==> src/rtl/key_tx_ctrl.sv <==
// Two debounced push buttons turned into UART toggle commands for two remote LEDs.
// tx_start fires two cycles after a key's pending flag is set, provided the UART is idle.
module key_tx_ctrl #(
    parameter int CLK_FREQ    = 50_000_000,
    parameter int DEBOUNCE_MS = 20
) (
    input  logic       clk,
    input  logic       rst_n,
    input  logic       key1,
    input  logic       key2,
    input  logic       tx_busy,
    output logic [7:0] tx_data,
    output logic       tx_start,
    output logic       led1_state,
    output logic       led2_state
);
    localparam int DEB_CYCLES = CLK_FREQ / 1000 * DEBOUNCE_MS;
    localparam int CW         = $clog2(DEB_CYCLES + 1);

    typedef enum logic [1:0] {IDLE, START, WAIT_BUSY, WAIT_DONE} state_t;

    state_t     state;
    logic [1:0] keys;
    logic [1:0] sync0;
    logic [1:0] sync1;
    logic [1:0] deb;
    logic [1:0] deb_d;
    logic [1:0] press;
    logic [1:0] pend;
    logic [1:0] clr;
    logic       sel;
    logic [3:0] wb_cnt;

    assign keys  = {key2, key1};
    assign press = deb_d & ~deb;

    for (genvar i = 0; i < 2; i++) begin : g_key
        logic [CW-1:0] cnt;

        always_ff @(posedge clk or negedge rst_n) begin
            if (!rst_n) begin
                sync0[i] <= 1'b1;
                sync1[i] <= 1'b1;
                deb[i]   <= 1'b1;
                deb_d[i] <= 1'b1;
                cnt      <= '0;
            end else begin
                sync0[i] <= keys[i];
                sync1[i] <= sync0[i];
                deb_d[i] <= deb[i];
                if (sync1[i] == deb[i]) begin
                    cnt <= '0;
                end else if (cnt == CW'(DEB_CYCLES - 1)) begin
                    deb[i] <= sync1[i];
                    cnt    <= '0;
                end else begin
                    cnt <= cnt + 1'b1;
                end
            end
        end
    end

    // Key1 wins when both are pending; a fresh press in the clearing cycle re-arms the flag.
    always_comb begin
        clr = 2'b00;
        if (state == IDLE && !tx_busy && |pend)
            clr = pend[0] ? 2'b01 : 2'b10;
    end

    always_ff @(posedge clk or negedge rst_n) begin
        if (!rst_n)
            pend <= 2'b00;
        else
            pend <= press | (pend & ~clr);
    end

    always_ff @(posedge clk or negedge rst_n) begin
        if (!rst_n) begin
            state      <= IDLE;
            tx_data    <= 8'h00;
            tx_start   <= 1'b0;
            led1_state <= 1'b0;
            led2_state <= 1'b0;
            sel        <= 1'b0;
            wb_cnt     <= 4'd0;
        end else begin
            tx_start <= 1'b0;
            case (state)
                IDLE: begin
                    if (|pend && !tx_busy) begin
                        sel <= ~pend[0];
                        if (pend[0])
                            tx_data <= led1_state ? 8'h05 : 8'h03;
                        else
                            tx_data <= led2_state ? 8'h06 : 8'h04;
                        state <= START;
                    end
                end
                START: begin
                    tx_start <= 1'b1;
                    if (sel)
                        led2_state <= ~led2_state;
                    else
                        led1_state <= ~led1_state;
                    wb_cnt <= 4'd0;
                    state  <= WAIT_BUSY;
                end
                WAIT_BUSY: begin
                    // Give up after 16 cycles without busy; the command is not retried.
                    if (tx_busy)
                        state <= WAIT_DONE;
                    else if (wb_cnt == 4'd15)
                        state <= IDLE;
                    else
                        wb_cnt <= wb_cnt + 4'd1;
                end
                WAIT_DONE: begin
                    if (!tx_busy)
                        state <= IDLE;
                end
                default: state <= IDLE;
            endcase
        end
    end
endmodule

==> config.mk <==
export PLATFORM = sky130hd
export DESIGN_NAME = key_tx_ctrl
export DESIGN_NICKNAME = d
export VERILOG_FILES = /design/src/rtl/key_tx_ctrl.sv
export SDC_FILE = /design/constraint.sdc
export NUM_CORES = 1
export LEC_CHECK = 0
export CELL_PAD_IN_SITES_DETAIL_PLACEMENT = 0
export CELL_PAD_IN_SITES_GLOBAL_PLACEMENT = 1
export CORE_MARGIN = 5
export CORE_UTILIZATION = 35
export CTS_CLUSTER_DIAMETER = 40
export CTS_CLUSTER_SIZE = 24
export DETAILED_ROUTE_END_ITERATION = 8
export PLACE_DENSITY_LB_ADDON = 0.2
export SETUP_SLACK_MARGIN = 0.2
export SLEW_MARGIN = 20
export SYNTH_ARGS = -nofsm -noshare
export SYNTH_HDL_FRONTEND = slang
export SYNTH_SLANG_ARGS = --single-unit
==> constraint.sdc <==
create_clock -name clk -period 2 [get_ports clk]
set_clock_uncertainty 0.05 [all_clocks]
set_input_delay 0.5 -clock clk [delete_from_list [all_inputs] [get_ports clk]]
set_output_delay 0.5 -clock clk [all_outputs]
set_load 0.05 [all_outputs]
==> summary.md, run 1 <==
| Metric | Value |
|---|---|
| Inserted Clock Buffers | 9 |
| Vias in the first global route | 2,077 |
| Flop pwr share | 48.8% |
| CTS max path bufs | 2 |
| Non-Filler Instances | between 400 and 500 |
| Top FF cell, synth | dfrtp_1 |
| Max_cap viols | 0 |
| Yosys reg bits | 63 |
| Clock Sinks | 63 |
| Post-synth EDFFs | 0 |
| Startpoint Class | register |
| Placement Rows | 33 |
| Total global-route track usage | 11.85% |
| Core footprint | 8175 um2 |
| Final #Nets | 338 |
| Period utilization | 100.1% |
| P&R area growth vs syn | 19.80% |
| RSZ-0062 raised after global routing | yes |
| Reg2Reg Setup Slack | -0.001 ns |
| WP data arrival | 2.22 ns |
| HPWL Detailed | between 3000 and 4000 um |
| Critical path type | reg -> reg |
| R2R depth | 4 |
| Port bufs | 10 |
| Detailed-route vias per instance | 4.880 |
| Overall die area | 10,270 um2 |
| Initial antenna violation count | 0 |
| Grt met1 use | 15.96% |
| Met3 Usage GRT | under 10% |
| Clk_lat worst skew | 0.34 ns |
| Worst hold path type | in -> async |
| Sw power | 0.9736 mW |
| DR pass1 iterations | 4 |
| Final hold slack | ~0.11 ns |
| Int Pwr | 2.117 mW |
| Clock Power Share | 32.2% |
| CP max stage cell | or4_4 |
| DR vias | 2,147 |
| Register area | 1594 um2 |
| Final number of max-transition violations | 0 |
| Final hold vios | 0 |
| CP max FO | 2 |
| Clock-pin slew on the worst setup and hold paths | 0.07 ns |
| WL/cell | between 10 and 15 um |
| TritonCTS clock tree | done |
| Reg2reg end | deb[0]$_DFFE_PN1P_ |
| Synth unique cells | 36 |
| I/O Pins | 16 |
| Final design utilization | 42.78% |
| Layout fillers | 806 |
| Die Wd | about 100 um |
| Run status | finished, violations left |
| Sequential area share after synthesis | a little over half |
| M2 GR Usage | 17.81% |
| Mapped Cells | 291 |
| Placed cells | 419 |
| Most used routing layer | met2 |
| Yosys warning count | 0 |
| First-pass GRT wire length | 9653 um |
| Worst VDD drop | 0.3179 mV |
| Pwr/cell area | 883.7 nW/um2 |
| Clock root buffer master | clkbuf_8 |
| Max frequency | 499.7 MHz |
| Grt ovf | 0 |
| Worst r2r src | g_key[0].cnt[11]$_DFF_PN0_ |
| Slack of the critical path | -0.001390 ns |
| Sw frac | 31.51% |
| Multi-input logic area | 1249 um2 |
| Post-route ant nets | 0 |
| Largest net degree at the start of global routing | 64 |
| Starting DRT DRC Count | 84 |
| Failing checks | setup timing |
| Final number of setup-violating endpoints | 1 |
| Initial core utilization | 35.71% |
| Post-layout minimum cycle time | 2.001 ns |
| Ys async rst share | 100.0% |
| Hold_buf cts | 0 |
| Ant diodes | 0 |
| Sequence of cells on the critical path | or4bb_1 -> or4_4 -> nor2_2 -> mux2_4 |
| Comb power frac | 19.0% |
| Placer Congestion | 0.7415 |
| Critical Path RT | 2.21 ns |
| Worst path max stage delay | 0.56 ns |
| Average size of a mapped cell | 10.03 um2 |
| Share of layout cells above drive strength 1 | 21.19% |
| Routed wire length | 5593 um |
| Drc violations | 0 |
| Crit path capture type | register |
| P_leak | about 1.5 nW |
| H-tree depth | 3 |
| Die Y | 101.3 um |
| Synth Cell Area | 2919 um2 |
| Total Power | between 3 and 4 mW |
## metrics by stage
step / area (um2) / setup TNS (ns) / setup WS [ns]
final: 3497 / -0.001390 / -0.001390
after floorplan: 2940 / 0 / 0.06169
after CTS: 3432 / 0 / 0.0006548
after global placement: 3247 / 0 / 0.05486
after global routing: 3497 / -1.032 / -0.06479
after detailed placement: 3247 / 0 / 0.005458
## state kept, by name, summed over array words and instances (netlist names)
register    flops
g_key.cnt      40
state           2
sel             1
tx_start        1
wb_cnt          4
sync1           2
deb_d           2
pend            2
tx_data         3
deb             2
sync0           2
led1_state      1
led2_state      1
## placed cells by master (no fill, tap or decap), types with 2 or more instances in the layout
cell type,n
clkbuf_8,11
o21ai_0,15
o21ai_1,2
buf_6,3
conb_1,5
a21oi_1,12
clkdlybuf4s50_1,3
dfstp_2,8
xnor2_1,15
nand2_1,21
and4_1,5
inv_1,12
mux2_2,2
nor3_1,5
dfrtp_2,6
and3_1,5
buf_4,29
nor4_1,5
nand4_1,8
o31ai_1,4
nor2_1,38
clkbuf_1,4
or4_1,5
nand3_1,20
or4_4,2
xor2_1,15
dfrtp_1,49
or3_1,6
ha_1,2
## cells in the mapped netlist, drive strengths merged (3+ instances only)
cell    number  share of area [%]
a21oi       13                2.2
or4          7                1.9
xor2        15                4.5
buf          7                2.1
nand2       21                2.7
o31ai        4                1.0
nand4        8                1.7
nand3       20                3.4
and4         5                1.5
ha           3                1.3
dfstp        8                7.2
mux2         3                1.2
or3          7                1.5
xnor2       15                4.5
nor2        39                5.0
clkbuf       6               0.77
inv         12                1.5
o21ai       18                3.2
nor4         5                1.1
dfrtp       55                 47
and3         5                1.1
nor3         5               0.86
## layer usage
metal | wire length (um) | up-vias
met2 | 2437 | 25
met4 | 116 | 0
met1 | 2863 | 1033
met5 | 0 | -
met3 | 175 | 10
li1 | - | 1079
## worst max path at each step
stage / from / end / slack (ns) / cells after the start
after floorplan: g_key[0].cnt[11]$_DFF_PN0_ / deb[0]$_DFFE_PN1P_ / 0.06 / 4
after global placement: g_key[0].cnt[11]$_DFF_PN0_ / deb[0]$_DFFE_PN1P_ / 0.05 / 4
after detailed placement: g_key[0].cnt[11]$_DFF_PN0_ / g_key[0].cnt[17]$_DFF_PN0_ / 0.005 / 5
after CTS: g_key[0].cnt[11]$_DFF_PN0_ / g_key[0].cnt[2]$_DFF_PN0_ / 0.0007 / 5
after global routing: g_key[0].cnt[11]$_DFF_PN0_ / g_key[0].cnt[8]$_DFF_PN0_ / -0.06 / 5
final: g_key[0].cnt[11]$_DFF_PN0_ / deb[0]$_DFFE_PN1P_ / -0.001 / 4
## power groups by stage
stage / Sequential (mW) / Clock, mW / Combinational (mW)
after global routing: 1.53 / 1.07 / 0.646
after global placement: 1.53 / 0 / 0.584
final: 1.51 / 0.996 / 0.586
after floorplan: 1.70 / 0 / 0.222
after detailed placement: 1.54 / 0 / 0.593
after CTS: 1.51 / 1.03 / 0.597
## kinds of logic after synthesis
family	Yosys count	synth area share (%)
and+or+nand+nor	127	22.25
DFF	63	54.35
AOI/OAI and AO/OA	39	7.459
xor gates and xnor gates	30	9.002
buffers and inverters	25	4.372
adders and majority gates	3	1.286
muxes	3	1.157
other	1	0.1285
## final cells by class
cell class | count | share of cell area (%)
clock buffer | 15 | 4.759
clock inverter | 1 | 0.1431
inverter | 12 | 1.288
multi-input combinational | 207 | 35.71
sequential | 63 | 45.58
tap | 105 | 3.757
timing repair buffer | 37 | 8.766
## worst max-delay path, delay by kind of cell (launching register included)
family           cells  cell delay [ns]
AND/OR/NAND/NOR      3             1.21
multiplexers         1             0.30
flip-flops           1             0.37
## what timing repair did
action,in CTS,in global routing
gates resized for setup,6,8
endpoints found under the setup margin,23,28
buffers inserted,0,5
pin swaps,0,1
Power figures use the tool's default switching activity.
==> inputs of run 2 (changes only) <==
CTS_CLUSTER_SIZE = 30   (was 24)
SETUP_SLACK_MARGIN = 0.3   (was 0.2)
==> run 2 against run 1 <==
Net effect: the flow now finishes without violations; final cell count increased by 0.23%; sequential share of layout area decreased by 1.2 points; die area unchanged; combinational power increased by 0.9%; count of clock-buffer cells in the layout decreased by 5; largest power group unchanged; critical path type unchanged; largest cell class unchanged; flip-flop and latch count unchanged.
==> summary.md, run 2 (same netlist as run 1, synthesis figures left out) <==
| Metric | Value |
|---|---|
| Critical path type | reg -> reg |
| WP data arrival | 2.21 ns |
| Crit path max-delay family | simple AND/OR/NAND/NOR gates |
| Worst path max stage delay | ~0.55 ns |
| Placement Rows | 33 |
| Vias in the first global route | 2,061 |
| Period utilization | 99.38% |
| Startpoint Class | register |
| Max_cap viols | 0 |
| Worst setup path startpoint | g_key[0].cnt[11]$_DFF_PN0_ |
| DR vias | 2,132 |
| Register area | 1590 um2 |
| Comb power frac | 18.2% |
| Largest register by flop count | g_key.cnt |
| CP max FO | 2 |
| Hold_buf cts | 0 |
| Initial antenna violation count | 0 |
| Largest regs | g_key.cnt x40, wb_cnt x4, tx_data x3 |
| Inserted Clock Buffers | 9 |
| Ant diodes | 0 |
| Commonest non-fill, non-tap cell in the layout | dfrtp_1 |
| Worst hold path type | in -> async |
| Max FFs per register | 40 |
| Port bufs | 10 |
| Fin Setup TNS | 0 ns |
| TritonCTS clock tree | done |
| P&R area growth vs syn | 22.67% |
| Starting DRT DRC Count | between 70 and 80 |
| CP max stage cell | or4_4 |
| Layout fillers | 781 |
| P_leak | 1.526 nW |
| Total Power | 3.246 mW |
| HPWL Detailed | 3577 um |
| Critical Path RT | 2.22 ns |
| Clock Power Share | 35.4% |
| WL/cell | 12.61 um |
| Max frequency | 503.1 MHz |
| Final #Nets | 339 |
| Sw frac | between 30% and 40% |
| Placed cells | 417 |
| Flop pwr share | 46.5% |
| Clk_lat worst skew | around 0.34 ns |
| DR pass1 iterations | 4 |
| Pwr/cell area | approximately 900 nW/um2 |
| Final design utilization | ~44% |
| Overall die area | 10,270 um2 |
| Die Y | 101.3 um |
| Final hold slack | 0.009080 ns |
| Clock-pin slew on the worst setup and hold paths | 0.08 ns |
| CTS max path bufs | 2 |
| H-tree depth | 3 |
| Run status | finished clean |
| Die Wd | 101.3 um |
| RSZ-0062 raised after global routing | yes |
| Post-route ant nets | 0 |
| Crit path capture type | register |
| Int Pwr | 2.217 mW |
| Post-layout minimum cycle time | 1.988 ns |
| Drc violations | 0 |
| Worst VDD drop | 0.3590 mV |
| Sw power | 1.029 mW |
| Most frequent cells in the layout | 52 x dfrtp_1, 38 x nor2_1, 30 x buf_4 |
| I/O Pins | 16 |
| Share of layout cells above drive strength 1 | 23.21% |
| Grt ovf | 0 |
| Initial core utilization | 35.71% |
| Detailed-route vias per instance | a little under 5 |
| Largest net degree at the start of global routing | about 50 |
| Final hold vios | 0 |
| Final number of max-transition violations | 0 |
| Routed wire length | 5559 um |
| Worst r2r src | g_key[0].cnt[11]$_DFF_PN0_ |
| Core footprint | 8175 um2 |
| First-pass GRT wire length | 9653 um |
| Placer Congestion | about 0.76 |
| Clock Sinks | 63 |
| Final number of setup-violating endpoints | 0 |
| Clock root buffer master | clkbuf_8 |
| Worst Path Buf+Inv | 0 |
| Sequence of cells on the critical path | or4bb_1 -> or4_4 -> nor2_2 -> mux2_4 |
| Total global-route track usage | 11.81% |
| Non-Filler Instances | roughly 440 |
| Multi-input logic area | 1285 um2 |
run 2: changes by cell type in the layout (fill, tap and decap cells not counted), moves of 2 or more:
cell and change:
nand3_2 +2, dfrtp_1 +3, clkinv_4 +2, clkbuf_1 -4, nand3_1 -2, dfrtp_2 -3
run 2: path summary, 6_finish.rpt:
kind | end | slack (ns) | cells after the start
worst min register to register | sync1[1]$_DFF_PN1_ | 0.31 | 0
max in group asynchronous | deb[1]$_DFFE_PN1P_ | 1.26 | 2
worst max-delay path | deb[0]$_DFFE_PN1P_ | 0.01 | 4
worst min-delay path | g_key[1].cnt[18]$_DFF_PN0_ | 0.009 | 1
min in group clk | sync1[1]$_DFF_PN1_ | 0.31 | 0
worst max register to register | deb[0]$_DFFE_PN1P_ | 0.01 | 4
run 2: stage by stage:
| step | worst slack, ns | area, um2 |
|---|---|---|
| after floorplan | 0.06169 | 2952 |
| after global placement | 0.04225 | 3254 |
| after detailed placement | 0.01347 | 3254 |
| after CTS | 0.0005018 | 3511 |
| after global routing | -0.05843 | 3581 |
| final | 0.01235 | 3581 |
run 2: power groups by stage:
stage               logic (mW)  registers [mW]  clock network [mW]
floorplan                0.222            1.70                   0
global placement         0.586            1.53                   0
detailed placement       0.589            1.53                   0
CTS                      0.593            1.51                1.18
global route             0.649            1.53                1.23
finish                   0.591            1.51                1.15
run 2: layer usage:
layer / track usage (%) / routed length [um]
met2: 17.05 / 2426
met4: 5.828 / 119
met1: 16.76 / 2847
met5: 0 / 0
met3: 2.479 / 165
run 2: worst register-to-register path, delay by kind of cell (launching register included):
kind,cells,cell delay (ns)
flip-flops,1,0.38
AND/OR/NAND/NOR,3,1.19
multiplexers,1,0.30
run 2: cell type report:
type	instances	area share, %
clock buffers	10	3.843
clock inverters	6	1.922
inverters	12	1.258
multi-input cells	207	35.88
flip-flops and latches	63	44.41
well taps	105	3.669
repair buffers	38	9.015
run 2: repair_timing:
action | 4_1_cts | 5_1_grt
setup endpoints to repair | 23 | 42
setup buffers | 4 | 3
cloned | 0 | 1
gates resized for setup | 6 | 10
pin swaps | 2 | 1
